**config.mk**
```make
export PLATFORM = sky130hd
export DESIGN_NAME = mem_access_arbiter
export DESIGN_NICKNAME = d
export VERILOG_FILES = /design/src/rtl/mem_arb_pkg.sv /design/src/rtl/byte_lane_unit.sv /design/src/rtl/mem_access_arbiter.sv
export SDC_FILE = /design/constraint.sdc
export NUM_CORES = 1
export LEC_CHECK = 0
export BUFFER_PORTS_ARGS = -buffer_cell sky130_fd_sc_hd__buf_2
export CORE_MARGIN = 1
export CORE_UTILIZATION = 29
export CTS_BUF_LIST = sky130_fd_sc_hd__clkbuf_8 sky130_fd_sc_hd__clkbuf_16
export DETAILED_ROUTE_END_ITERATION = 10
export GPL_TIMING_DRIVEN = 0
export PLACE_DENSITY_LB_ADDON = 0.2
export SKIP_LAST_GASP = 1
export SLEW_MARGIN = 0
export SYNTH_ARGS = -nofsm -noshare
export SYNTH_HDL_FRONTEND = slang
export SYNTH_SLANG_ARGS = --single-unit
```
**constraint.sdc**
```tcl
create_clock -name clk -period 3 [get_ports clk]
set_input_delay 0.15 -clock clk [delete_from_list [all_inputs] [get_ports clk]]
set_output_delay 0.15 -clock clk [all_outputs]
set_load 0.1 [all_outputs]
```
**src/rtl/mem_arb_pkg.sv**
```systemverilog
// mem_arb_pkg: shared state, grant and byte-offset definitions for the memory arbiter
package mem_arb_pkg;
   typedef enum logic [1:0] {IDLE, RD, WR, RESP} state_t;
   localparam logic GNT_A = 1'b0;
   localparam logic GNT_B = 1'b1;
   localparam logic [1:0] OFF_B0 = 2'd0;
   localparam logic [1:0] OFF_B1 = 2'd1;
   localparam logic [1:0] OFF_B2 = 2'd2;
   localparam logic [1:0] OFF_B3 = 2'd3;
endpackage

```
**src/rtl/byte_lane_unit.sv**
```systemverilog
// byte_lane_unit: extracts one byte lane of a word and merges a byte into a word
module byte_lane_unit
   import mem_arb_pkg::*;
(
   input  logic [31:0] word,
   input  logic [7:0]  data,
   input  logic [1:0]  off,
   output logic [31:0] ext,
   output logic [31:0] merged
);
   // zero-extended lane select and single-lane replacement
   always_comb begin
      ext = {24'b0, off == OFF_B3 ? word[31:24] : off == OFF_B2 ? word[23:16] :
                    off == OFF_B1 ? word[15:8] : word[7:0]};
      merged = {off == OFF_B3 ? data : word[31:24], off == OFF_B2 ? data : word[23:16],
                off == OFF_B1 ? data : word[15:8], off == OFF_B0 ? data : word[7:0]};
   end
endmodule

```
**src/rtl/mem_access_arbiter.sv**
```systemverilog
// mem_access_arbiter: round-robin sharing of one word memory between fetch (A) and load/store (B)
module mem_access_arbiter
   import mem_arb_pkg::*;
#(
   parameter int ADDR_W = 9,
   parameter int DATA_W = 32
) (
   input  logic              clk,
   input  logic              rst_n,
   input  logic              a_req,
   input  logic [ADDR_W-1:0] a_addr,
   output logic              a_done,
   output logic [DATA_W-1:0] a_rdata,
   input  logic              b_req,
   input  logic              b_we,
   input  logic              b_byte,
   input  logic [ADDR_W-1:0] b_addr,
   input  logic [DATA_W-1:0] b_wdata,
   output logic              b_done,
   output logic [DATA_W-1:0] b_rdata,
   output logic [ADDR_W-1:0] mem_addr,
   output logic [DATA_W-1:0] mem_wdata,
   output logic              mem_read,
   output logic              mem_write,
   output logic              mem_byte,
   input  logic [DATA_W-1:0] mem_rdata
);
   state_t state;
   logic last_gnt, gnt_q, we_q, byte_q, gnt;
   logic [1:0] off_q;
   logic [7:0] wbyte_q;
   logic [ADDR_W-1:0] sel_addr;
   logic [DATA_W-1:0] lane_ext, lane_merged;

   assign mem_byte = 1'b0;
   // A wins when B is not asking or when B was served last
   assign gnt = (a_req && (!b_req || last_gnt == GNT_B)) ? GNT_A : GNT_B;
   assign sel_addr = gnt == GNT_A ? a_addr : b_addr;

   byte_lane_unit u_lane (
      .word   (mem_rdata),
      .data   (wbyte_q),
      .off    (off_q),
      .ext    (lane_ext),
      .merged (lane_merged)
   );

   // access sequencer; every output is registered alongside the state it belongs to
   always_ff @(posedge clk or negedge rst_n) begin
      if (!rst_n) begin
         state     <= IDLE;
         last_gnt  <= GNT_B;
         gnt_q     <= GNT_A;
         we_q      <= 1'b0;
         byte_q    <= 1'b0;
         off_q     <= 2'd0;
         wbyte_q   <= 8'd0;
         a_done    <= 1'b0;
         b_done    <= 1'b0;
         a_rdata   <= '0;
         b_rdata   <= '0;
         mem_addr  <= '0;
         mem_wdata <= '0;
         mem_read  <= 1'b0;
         mem_write <= 1'b0;
      end else begin
         a_done    <= 1'b0;
         b_done    <= 1'b0;
         a_rdata   <= '0;
         b_rdata   <= '0;
         mem_read  <= 1'b0;
         mem_write <= 1'b0;
         case (state)
            IDLE: if (a_req || b_req) begin
               gnt_q     <= gnt;
               last_gnt  <= gnt;
               we_q      <= gnt == GNT_B && b_we;
               byte_q    <= gnt == GNT_B && b_byte;
               off_q     <= sel_addr[1:0];
               wbyte_q   <= b_wdata[7:0];
               mem_addr  <= {sel_addr[ADDR_W-1:2], 2'b00};
               mem_wdata <= b_wdata;
               if (gnt == GNT_B && b_we && !b_byte) begin
                  state     <= WR;
                  mem_write <= 1'b1;
               end else begin
                  state    <= RD;
                  mem_read <= 1'b1;
               end
            end
            RD: if (we_q) begin
               state     <= WR;
               mem_write <= 1'b1;
               mem_wdata <= lane_merged;
            end else begin
               state   <= RESP;
               a_done  <= gnt_q == GNT_A;
               b_done  <= gnt_q == GNT_B;
               a_rdata <= gnt_q == GNT_A ? mem_rdata : '0;
               b_rdata <= gnt_q == GNT_B ? (byte_q ? lane_ext : mem_rdata) : '0;
            end
            WR: begin
               state  <= RESP;
               a_done <= gnt_q == GNT_A;
               b_done <= gnt_q == GNT_B;
            end
            default: state <= IDLE;
         endcase
      end
   end
endmodule

```
* Word level (Yosys, flattened, before mapping)
Index checks and enable logic that the tools add are counted.
** Cells by class
- Muxes and demuxes :: 34
- Equal/unequal tests :: 7
- Bitwise logic cells :: 1
- Reduce and logical (&&, ||, !) cells :: 13
** Operator list (number)
- $mux 32 :: 9
- $pmux 32 s2 :: 1
- $mux 8 :: 7
- $mux 1 :: 10
- $mux 9 :: 1
- $eq 2x2->1 const B :: 3
- $pmux 1 s2 :: 3
- $pmux 2 s3 :: 1
- $eq 2x1->1 const B :: 2
- $logic_and 1x1->1 :: 4
- $logic_not 2->1 :: 2
- $mux 2 :: 2
- $ne 2x2->1 const B :: 2
- $reduce_and 3->1 :: 1
- $logic_not 1->1 :: 2
- $logic_or 1x1->1 :: 2
- $reduce_and 2->1 :: 1
- $reduce_bool 2->1 :: 1
- $not 1->1 :: 1
** Word-level totals
- Flip-flop bits (word level) :: 123
- Word-level logic and storage cells :: 70
- Input bits :: 88
- Output and inout bits :: 110

* Longest topological paths before layout
Gate-level depths: netlist of the first run.
- Word-level depth :: 9
- Gate-level depth with buffers :: 7
- Mapped depth without buffers :: 6

* By module
A second synthesis of the first run with hierarchy kept.
** Unflattened totals
- Cells, all modules :: 489
- Area, all modules :: 5980.7 µm²
** Modules (own cells, without submodules)
- mem_access_arbiter :: area an instance 5171.2 µm², seq. area each 3079.2 µm², times used 1, cells each 416
- byte_lane_unit :: area an instance 809.5 µm², seq. area each 0.0 µm², times used 1, cells each 73

* Worst setup path before layout of the first run
Ideal clock, no wire load.
- Path kind :: reg-to-reg
- From :: register state[0]
- To :: register mem_wdata[26]
- Required time :: 2.880 ns
- Period minus slack after synthesis :: 1.657 ns
- Path slack :: 1.343 ns
- Arrival :: 1.537 ns
- Stages on the path, launching flop included :: 8
- Path buffers :: 1
- Setup time :: 0.120 ns
- Cells stage by stage :: dfrtp_1 > inv_1 > ha_1 > inv_1 > o311ai_4 > buf_6 > a311oi_1 > a21o_1
** Between the ends
- Word-level cells in the longest chain between the ends :: 3
- Elaborated cells on any way between the ends :: 7
- Those cells by class :: eq/ne (3); mux (1); reduce/logical (3)
** RTL lines
- start: declaration :: line mem_access_arbiter.sv:28 : state_t state;
- start signal: assignment :: line mem_access_arbiter.sv:51 : state <= IDLE;
- start signal: assignment :: line mem_access_arbiter.sv:84 : state <= WR;
- start signal: assignment :: line mem_access_arbiter.sv:87 : state <= RD;
- $eq 2x1->1 or $logic_not 2->1 (tied branches) :: line mem_access_arbiter.sv:73 : case (state)
- $ne 2x2->1 (no line) or $reduce_bool 2->1 (tied branches)
- $reduce_and 3->1 (no line)
- end signal: assignment :: line mem_access_arbiter.sv:82 : mem_wdata <= b_wdata;
- end signal: assignment :: line mem_access_arbiter.sv:94 : mem_wdata <= lane_merged;
- end: declaration :: line mem_access_arbiter.sv:22 : output logic [DATA_W-1:0] mem_wdata,
Parallel ways exist; a longest one is shown, timed or not.
A chain may end at the register's enable or synchronous reset.

* Final worst setup path of the first run
- From :: register state[1]
- To :: register b_rdata[26]
** Between the ends
- Word-level cells in the longest chain between the ends :: 2
** RTL lines
- $eq 2x1->1 :: line mem_access_arbiter.sv:73
- $mux 32 :: line mem_access_arbiter.sv:73
- end signal: assignment :: line mem_access_arbiter.sv:100 : b_rdata <= gnt_q == GNT_B ? (byte_q ? lane_ext : mem_rdata) : '0;
- end: declaration :: line mem_access_arbiter.sv:20 : output logic [DATA_W-1:0] b_rdata,
No other way between the ends.

==> results of run 1 <==
critical path: cells and delay by family, from the launching register on:
kind,cells,cell delay [ns]
buf+inv,2,0.46
fa+ha+maj,1,0.24
simple gates,3,0.94
flops,1,0.40
flip-flops by register name, indices dropped and copies added (netlist names):
name	cells
a_rdata	32
b_rdata	32
last_gnt	1
state	2
off_q	2
gnt_q	1
mem_read	1
a_done	1
mem_write	1
mem_wdata	32
wbyte_q	8
mem_addr	7
b_done	1
byte_q	1
we_q	1
final cells by class:
class,instances,area [sq um]
fillers,1815,10790
flip-flops and latches,123,3079
multi-input cells,314,2177
repair buffers,204,1100
clock buffers,20,466.7
well taps,229,286.5
plain buffers,35,192.7
clock inverters,11,103.9
inverters,4,15.01
metrics by stage:
stage	utilization	setup WS [ns]
2_1_floorplan	-	1.343
3_3_place_gp	0.3689	0.2613
3_5_place_dp	0.3707	0.7534
4_1_cts	0.4075	0.7056
5_1_grt	0.4075	0.5914
6_report	0.4075	0.8910
Yosys cell counts, drive strengths merged, types with 6 or more instances:
library cell	n	area share
and2	57	0.065
a221oi	8	0.013
buf	19	0.024
nand2b	6	0.0069
a311oi	8	0.013
nand3	8	0.0073
mux2	26	0.054
a21o	32	0.044
nand2	26	0.018
nor2b	9	0.010
mux2i	33	0.061
o21ai	12	0.012
nor2	46	0.033
dfrtp	122	0.56
clkbuf	16	0.011
a211oi	24	0.033
worst max path at each step:
stage | startpoint | end | cells after the start
after global placement | rst_n | mem_addr[6] | 1
after global routing | state[1] | b_rdata[26] | 6
after CTS | state[1] | b_rdata[26] | 6
after detailed placement | state[1] | b_rdata[26] | 6
final | state[1] | b_rdata[26] | 6
after floorplan | state[0] | mem_wdata[26] | 7
layer usage:
layer	vias up	track usage	wire length, microns
met4	0	0.06140	141
met1	2126	0.2336	7624
met3	9	0.05076	1147
met5	-	0	0
li1	2090	-	-
met2	159	0.2985	8088
logic make-up (layout without fill, tap and decap cells):
family          count (synthesis)  count (layout)  synth area share
simple gates                  157             157            0.1465
flops                         123             123            0.5643
compound gates                 91              91            0.1270
mux                            59              59            0.1142
buf+inv                        39             274           0.03806
fa+ha+maj                       4               4          0.009173
other cells                     1               3         0.0006873
cell usage in the layout (no fill, tap or decap), drive strengths merged, types with 24 or more instances in the layout:
cell type,n
and2,57
buf,213
clkbuf,36
a21o,32
mux2,26
dfrtp,122
nand2,26
a211oi,24
nor2,46
mux2i,33
==> summary.md, run 1 <==
| Metric | Value |
|---|---|
| Outcome | `finished, violations left` |
| Failing checks | `design-rule violations` |
| Seq/Total Area, Yosys | `0.5643` |
| #FFs+latches synth | `123` |
| Clock sink count | `~120` |
| Post-Layout Cell Count | `940` |
| Nets | `roughly 790` |
| ANT nets after route | `0` |
| Max_slew headroom | `0.5720` |
| Rows | `49` |
| Arr. time, crit path | `around 2.5 ns` |
| Die ar. | `around 0.019 sq mm` |
| DRT Pass-1 Iters | `10` |
| Ant diodes | `0` |
| CTS max path bufs | `2` |
| Syn Area/Cell | `roughly 12 sq um` |
| Final setup viols | `0` |
| Iter 0 DRT Violations | `between 150 and 200` |
| EDFF count, synth | `0` |
| Startpoint Class | `register` |
| Unrepaired setup endpoints after global routing | `no` |
| IO Count | `approximately 200` |
| Worst Hold Depth | `2` |
| Sum Neg Setup Slack | `0 ns` |
| Crit share post-route | `0.7030` |
| Max Slew Vio Count | `0` |
| Clock-pin slew of the registers on the worst-case setup and hold paths | `about 0.050 ns` |
| Clk_lat worst skew | `0.41 ns` |
| DRC viols | `18` |
| Initial antenna violation count | `0` |
| Flop2flop setup slack | `around 0.89 ns` |
| Clk root buf | `clkbuf_16` |
| Placed cell count | `899` |
| Ys async rst share | `1.000` |
| Core ar. | `0.01821 sq mm` |
| GPL Wtd Cong | `between 0.7 and 0.8` |
| CP Class | `register to register` |
| HPWL after DPL | `around 13000 microns` |
| Clock period minus final worst setup slack | `roughly 2.1 ns` |
| Grt ovf | `0` |
| Gr usage total | `0.1830` |
| Yosys warns | `0` |
| Worst-Margin Slew | `approximately 0.64 ns` |
| WHS Endpoint | `b_rdata[31]` |
| Final Skew | `~0.0081 ns` |
| Average wire per standard cell | `about 18 microns` |
| Post-CTS setup buffer count | `0` |
| Vias | `between 4000 and 5000` |
| CP Max Fanout | `10` |
| Synth unique cells | `36` |
| Worst reg-to-reg path cell count | `6` |
| Fin. Hold Viols | `0` |
| H-tree depth | `4` |
| Max frequency | `between 400 and 500 MHz` |
| Worst Hold Slack | `0.01790 ns` |
| Chip Width | `139.2 microns` |
| Post-route cell area | `0.007421 sq mm` |
| DRT Wirelength | `17000 microns` |
| Max incr delay on CP | `around 0.48 ns` |
| CTS buffer count | `17` |
| Die Y | `between 100 and 150 microns` |
| Critical Path RT | `around 3.3 ns` |
| Cell count after synthesis | `about 470` |
| Hold crit path type | `primary input to register` |
| Largest net degree at the start of global routing | `72` |
| Synthesized area | `0.005456 sq mm` |
| Number of global-route vias before repair | `roughly 4600` |
| Drt via density | `between 4 and 5` |
| Layout cell share with drive strength beyond 1 | `0.3854` |
| Crit-path cells | `inv_1, ha_1, nand3b_1, nor2_1, clkbuf_1, and2_1` |
| Layout area overhead | `36.00%` |
| Hold wc startpoint | `mem_rdata[31]` |
| Capture point of the worst reg-to-reg path | `b_rdata[26]` |
| Crit-path slowest cell | `nor2_1` |
| CTS tree | `yes` |
| Starting Density | `0.2997` |
| Post-CTS sizing | `0` |
| Buffers on Ports | `~190` |
| First-pass GRT wire length | `around 26000 microns` |
| Endpoint type of the worst setup path | `register` |
| Worst R2R Start | `state[1]` |
| Max-cap check violation count | `0` |
| Placed cell areas | `0.006750 sq mm` |
| Hold_buf cts | `10` |
| Top_reg_cell synth | `dfrtp_1` |
Power of run 1 is not shown: default switching activity piles up to over one toggle a cycle in this logic, so the estimate is an artifact.
==> inputs of run 2 (changes only) <==
--- a/config.mk
+++ b/config.mk
@@ -5,6 +5,7 @@
 export SDC_FILE = /design/constraint.sdc
 export NUM_CORES = 1
 export LEC_CHECK = 0
+export ABC_AREA = 1
 export BUFFER_PORTS_ARGS = -buffer_cell sky130_fd_sc_hd__buf_2
 export CORE_MARGIN = 1
 export CORE_UTILIZATION = 29
==> constraint.sdc (replaced) <==
create_clock -name clk -period 2.2 [get_ports clk]
set_input_delay 0.11 -clock clk [delete_from_list [all_inputs] [get_ports clk]]
set_output_delay 0.11 -clock clk [all_outputs]
set_load 0.1 [all_outputs]
==> run 2 against run 1 <==
Net effect: the flow now finishes without violations; clock skew is 0.0030 ns higher; via count is 23% higher; worst setup slack worse by 0.72 ns; sequential share of layout area shrank 4.3 points; maximum frequency is 4.1% higher; count of clock-buffer cells in the layout decreased by 3; cell area is 12% higher; cell count grew 30%; flip-flop and latch count unchanged; die area up 0.16%; routed wire length is 9.9% higher; synthesized area is 0.16% higher; critical endpoint is now mem_addr[7].
==> summary.md, run 2 <==
| Metric | Value |
|---|---|
| Arr. time, crit path | `2.33 ns (-0.12 ns)` |
| Unrepaired setup endpoints after global routing | `no` |
| CP Class | `register to register` |
| Worst R2R Start | `state[1]` |
| Cell count after synthesis | `681 (+44%)` |
| First-pass GRT wire length | `29590 microns (+12%)` |
| GR Util met3 | `0.04508 (-0.005681)` |
| Worst reg-to-reg path cell count | `9 (+3)` |
| Synthesized area | `0.005465 sq mm (+0.16%)` |
| Gr busiest metal | `met2` |
| Commonest non-fill, non-tap cell in the layout | `nand2_1` |
| CP startpoint | `state[1]` |
| Worst-Margin Slew | `0.6095 ns (-0.03096 ns)` |
| GPL Wtd Cong | `0.8358 (+8.3%)` |
| Gr usage total | `0.2010 (+0.01808)` |
| Final Skew | `0.01112 ns (+0.003024 ns)` |
| Outcome | `completed` |
| Simple-gate share of the synthesized area | `0.2770 (+0.1305)` |
| Iter 0 DRT Violations | `305 (+96%)` |
| Chip Width | `139.3 microns (about the same)` |
| Clock sink count | `123 (unchanged)` |
| Most frequent cells in the layout | `250 x nand2_1, 207 x buf_2, 122 x dfrtp_1` |
| Buffers on Ports | `194 (+0.52%)` |
| Main area contributors after synthesis | `dfrtp_1 56%, nand2_1 17%, nor2_1 5.5%, o21ai_0 4.0%, nand3_1 3.8%` |
| Crit share post-route | `0.9208 (+0.2177)` |
| Number of global-route vias before repair | `5593 (+21%)` |
| Final setup viols | `0 (unchanged)` |
| Core ar. | `0.01821 sq mm (unchanged)` |
| Ant diodes | `0 (unchanged)` |
| Synth Area in XOR/XNOR | `0 (unchanged)` |
| CTS tree | `yes` |
| Clock-pin slew of the registers on the worst-case setup and hold paths | `0.06 ns (about the same)` |
| Largest net degree at the start of global routing | `63 (-13%)` |
| EDFF count, synth | `0 (unchanged)` |
| Flop2flop setup slack | `0.17 ns (-0.72 ns)` |
| Max frequency | `493.7 MHz (+4.1%)` |
| Buf/Inv on CP | `5 (+3)` |
| Max_slew headroom | `0.5937 (+0.02165)` |
| Drt via density | `4.416 (-5.3%)` |
| DRC viols | `0 (-18)` |
| Layout Utilization | `0.4551 (+0.04755)` |
| Syn Area/Cell | `8.025 sq um (-30%)` |
| Worst Hold Slack | `0.01379 ns (-0.004116 ns)` |
| HPWL after DPL | `13690 microns (+1.5%)` |
| Yosys warns | `0 (unchanged)` |
| Die Y | `139.3 microns (about the same)` |
| Capture point of the worst reg-to-reg path | `mem_addr[7]` |
| Cell with the most instances after synthesis | `nand2_1` |
| Average wire per standard cell | `15.28 microns (-15%)` |
| Endpoint type of the worst setup path | `register` |
| Hold wc startpoint | `mem_rdata[26]` |
| Critical Path RT | `2.50 ns (-0.84 ns)` |
| Top flop regs | `a_rdata (32), b_rdata (32), mem_wdata (32)` |
| Synth Area in Compound Gates | `0.07509 (-0.05194)` |
| Seq/Total Area, Yosys | `0.5634 (-0.0009044)` |
| Initial antenna violation count | `0 (unchanged)` |
| Starting Density | `0.3001 (+0.0004810)` |
| Clk_lat worst skew | `0.42 ns (about the same)` |
| Top_reg_cell synth | `dfrtp_1` |
| Met1 Use GR | `0.2535 (+0.01993)` |
| Max Slew Vio Count | `0 (unchanged)` |
| Layout area overhead | `51.63%` |
| CTS max path bufs | `2 (unchanged)` |
| Crit-path slowest cell | `dlygate4sd3_1` |
| Synth top cells by count | `250 x nand2_1, 122 x dfrtp_1, 80 x nor2_1` |
| Die ar. | `0.01940 sq mm (+0.16%)` |
| DRT Wirelength | `18680 microns (+9.9%)` |
| Vias | `5396 (+23%)` |
| Adder-cell share of the synthesized area | `0.009158 (-0.00001470)` |
| Fin. Hold Viols | `0 (unchanged)` |
| Largest family of logic cells by synthesized area | `simple AND/OR/NAND/NOR gates` |
| DRT Pass-1 Iters | `7 (-3)` |
| Crit-path cells | `inv_1, ha_2, inv_2, nor2_4, inv_1, buf_2, a21oi_1, a21oi_1, dlygate4sd3_1` |
| IO Count | `198 (unchanged)` |
| Grt ovf | `0 (unchanged)` |
| Synth unique cells | `25 (-31%)` |
| Ys async rst share | `1.000 (unchanged)` |
| Clk root buf | `clkbuf_16` |
| Clock period minus final worst setup slack | `2.026 ns (-0.08336 ns)` |
| Crit path max-delay family | `buffers and inverters` |
| #FFs+latches synth | `123 (unchanged)` |
| Worst Hold Depth | `3 (+1)` |
| H-tree depth | `4 (unchanged)` |
| Multiplexer share of the synthesized area | `0 (-0.1142)` |
| Max incr delay on CP | `0.55 ns (+0.07 ns)` |
| WHS Endpoint | `a_rdata[26]` |
| Layout cell share with drive strength beyond 1 | `0.2689 (-0.1165)` |
| Top cell type by total area after synthesis | `dfrtp_1` |
| CP Max Fanout | `10 (unchanged)` |
| CTS buffer count | `17 (unchanged)` |
| Rows | `49 (unchanged)` |
| ANT nets after route | `0 (unchanged)` |
| Max-cap check violation count | `0 (unchanged)` |
| Share of the synthesized area in the top cell type | `0.5586 (-0.0008966)` |
| Nets | `1072 (+36%)` |
| Met2 GRT Util | `0.3335 (+0.03500)` |
| Startpoint Class | `register` |
| Hold crit path type | `primary input to register` |
==> run 2: changes by cell type after synthesis, moves of 33 or more <==
cell / before / now
and2_1: 57 / 0
o21ai_0: 11 / 44
inv_1: 4 / 54
nor2_1: 45 / 80
nand3_1: 8 / 42
mux2i_1: 33 / 0
nand2_1: 26 / 250
==> run 2: routing by layer <==
metal | vias to the layer above | part of all wire
met5 | - | 0
met4 | 0 | 0.021
met3 | 23 | 0.051
met2 | 168 | 0.48
met1 | 2500 | 0.44
li1 | 2705 | -
==> run 2: worst max-delay path by stage <==
stage                          endpoint  cells after the start
final                       mem_addr[7]                      9
after global routing        mem_addr[7]                      9
after CTS                   mem_addr[7]                      9
after detailed placement    b_rdata[12]                      8
after global placement    mem_wdata[10]                      1
after floorplan             b_rdata[21]                      8
==> run 2: worst min-delay path: cells and delay by family <==
family        cells  cell delay, ns
buf+inv           2            0.16
simple gates      1            0.11
==> run 2: cell type report <==
class / instances / area, sq um
plain buffers: 34 / 190.2
clock buffers: 17 / 425.4
clock inverters: 15 / 259.0
fillers: 1794 / 9922
inverters: 58 / 217.7
multi-input cells: 468 / 1996
flip-flops and latches: 123 / 3079
well taps: 229 / 286.5
repair buffers: 278 / 1833
==> run 2: cell families after synthesis <==
family / count (synthesis)
AO/OA/AOI/OAI: 81
adder cells (fa/ha/maj): 4
buffers and inverters: 92
flip-flops: 123
other: 1
AND/OR/NAND/NOR: 380
==> run 2: through the flow <==
step                      instances  TNS [ns]  setup slack, ns  cell area, sq um
after floorplan                 683         0           0.7384              5473
after global routing           1222         0         0.004466              8287
after CTS                      1221         0          0.02032              8269
after global placement         1106    -82.32          -0.6839              6730
after detailed placement       1107         0           0.3778              6764
final                          1222         0           0.1743              8287
==> run 2: timing repair <==
| item | CTS | global route |
|---|---|---|
| endpoints found under the setup margin | 0 | 2 |
| resized for setup | 0 | 4 |
| hold buffers | 82 | 0 |
| endpoints found under the hold margin | 148 | 0 |
| setup buffers | 0 | 1 |
Power of run 2 is left out for the same reason.
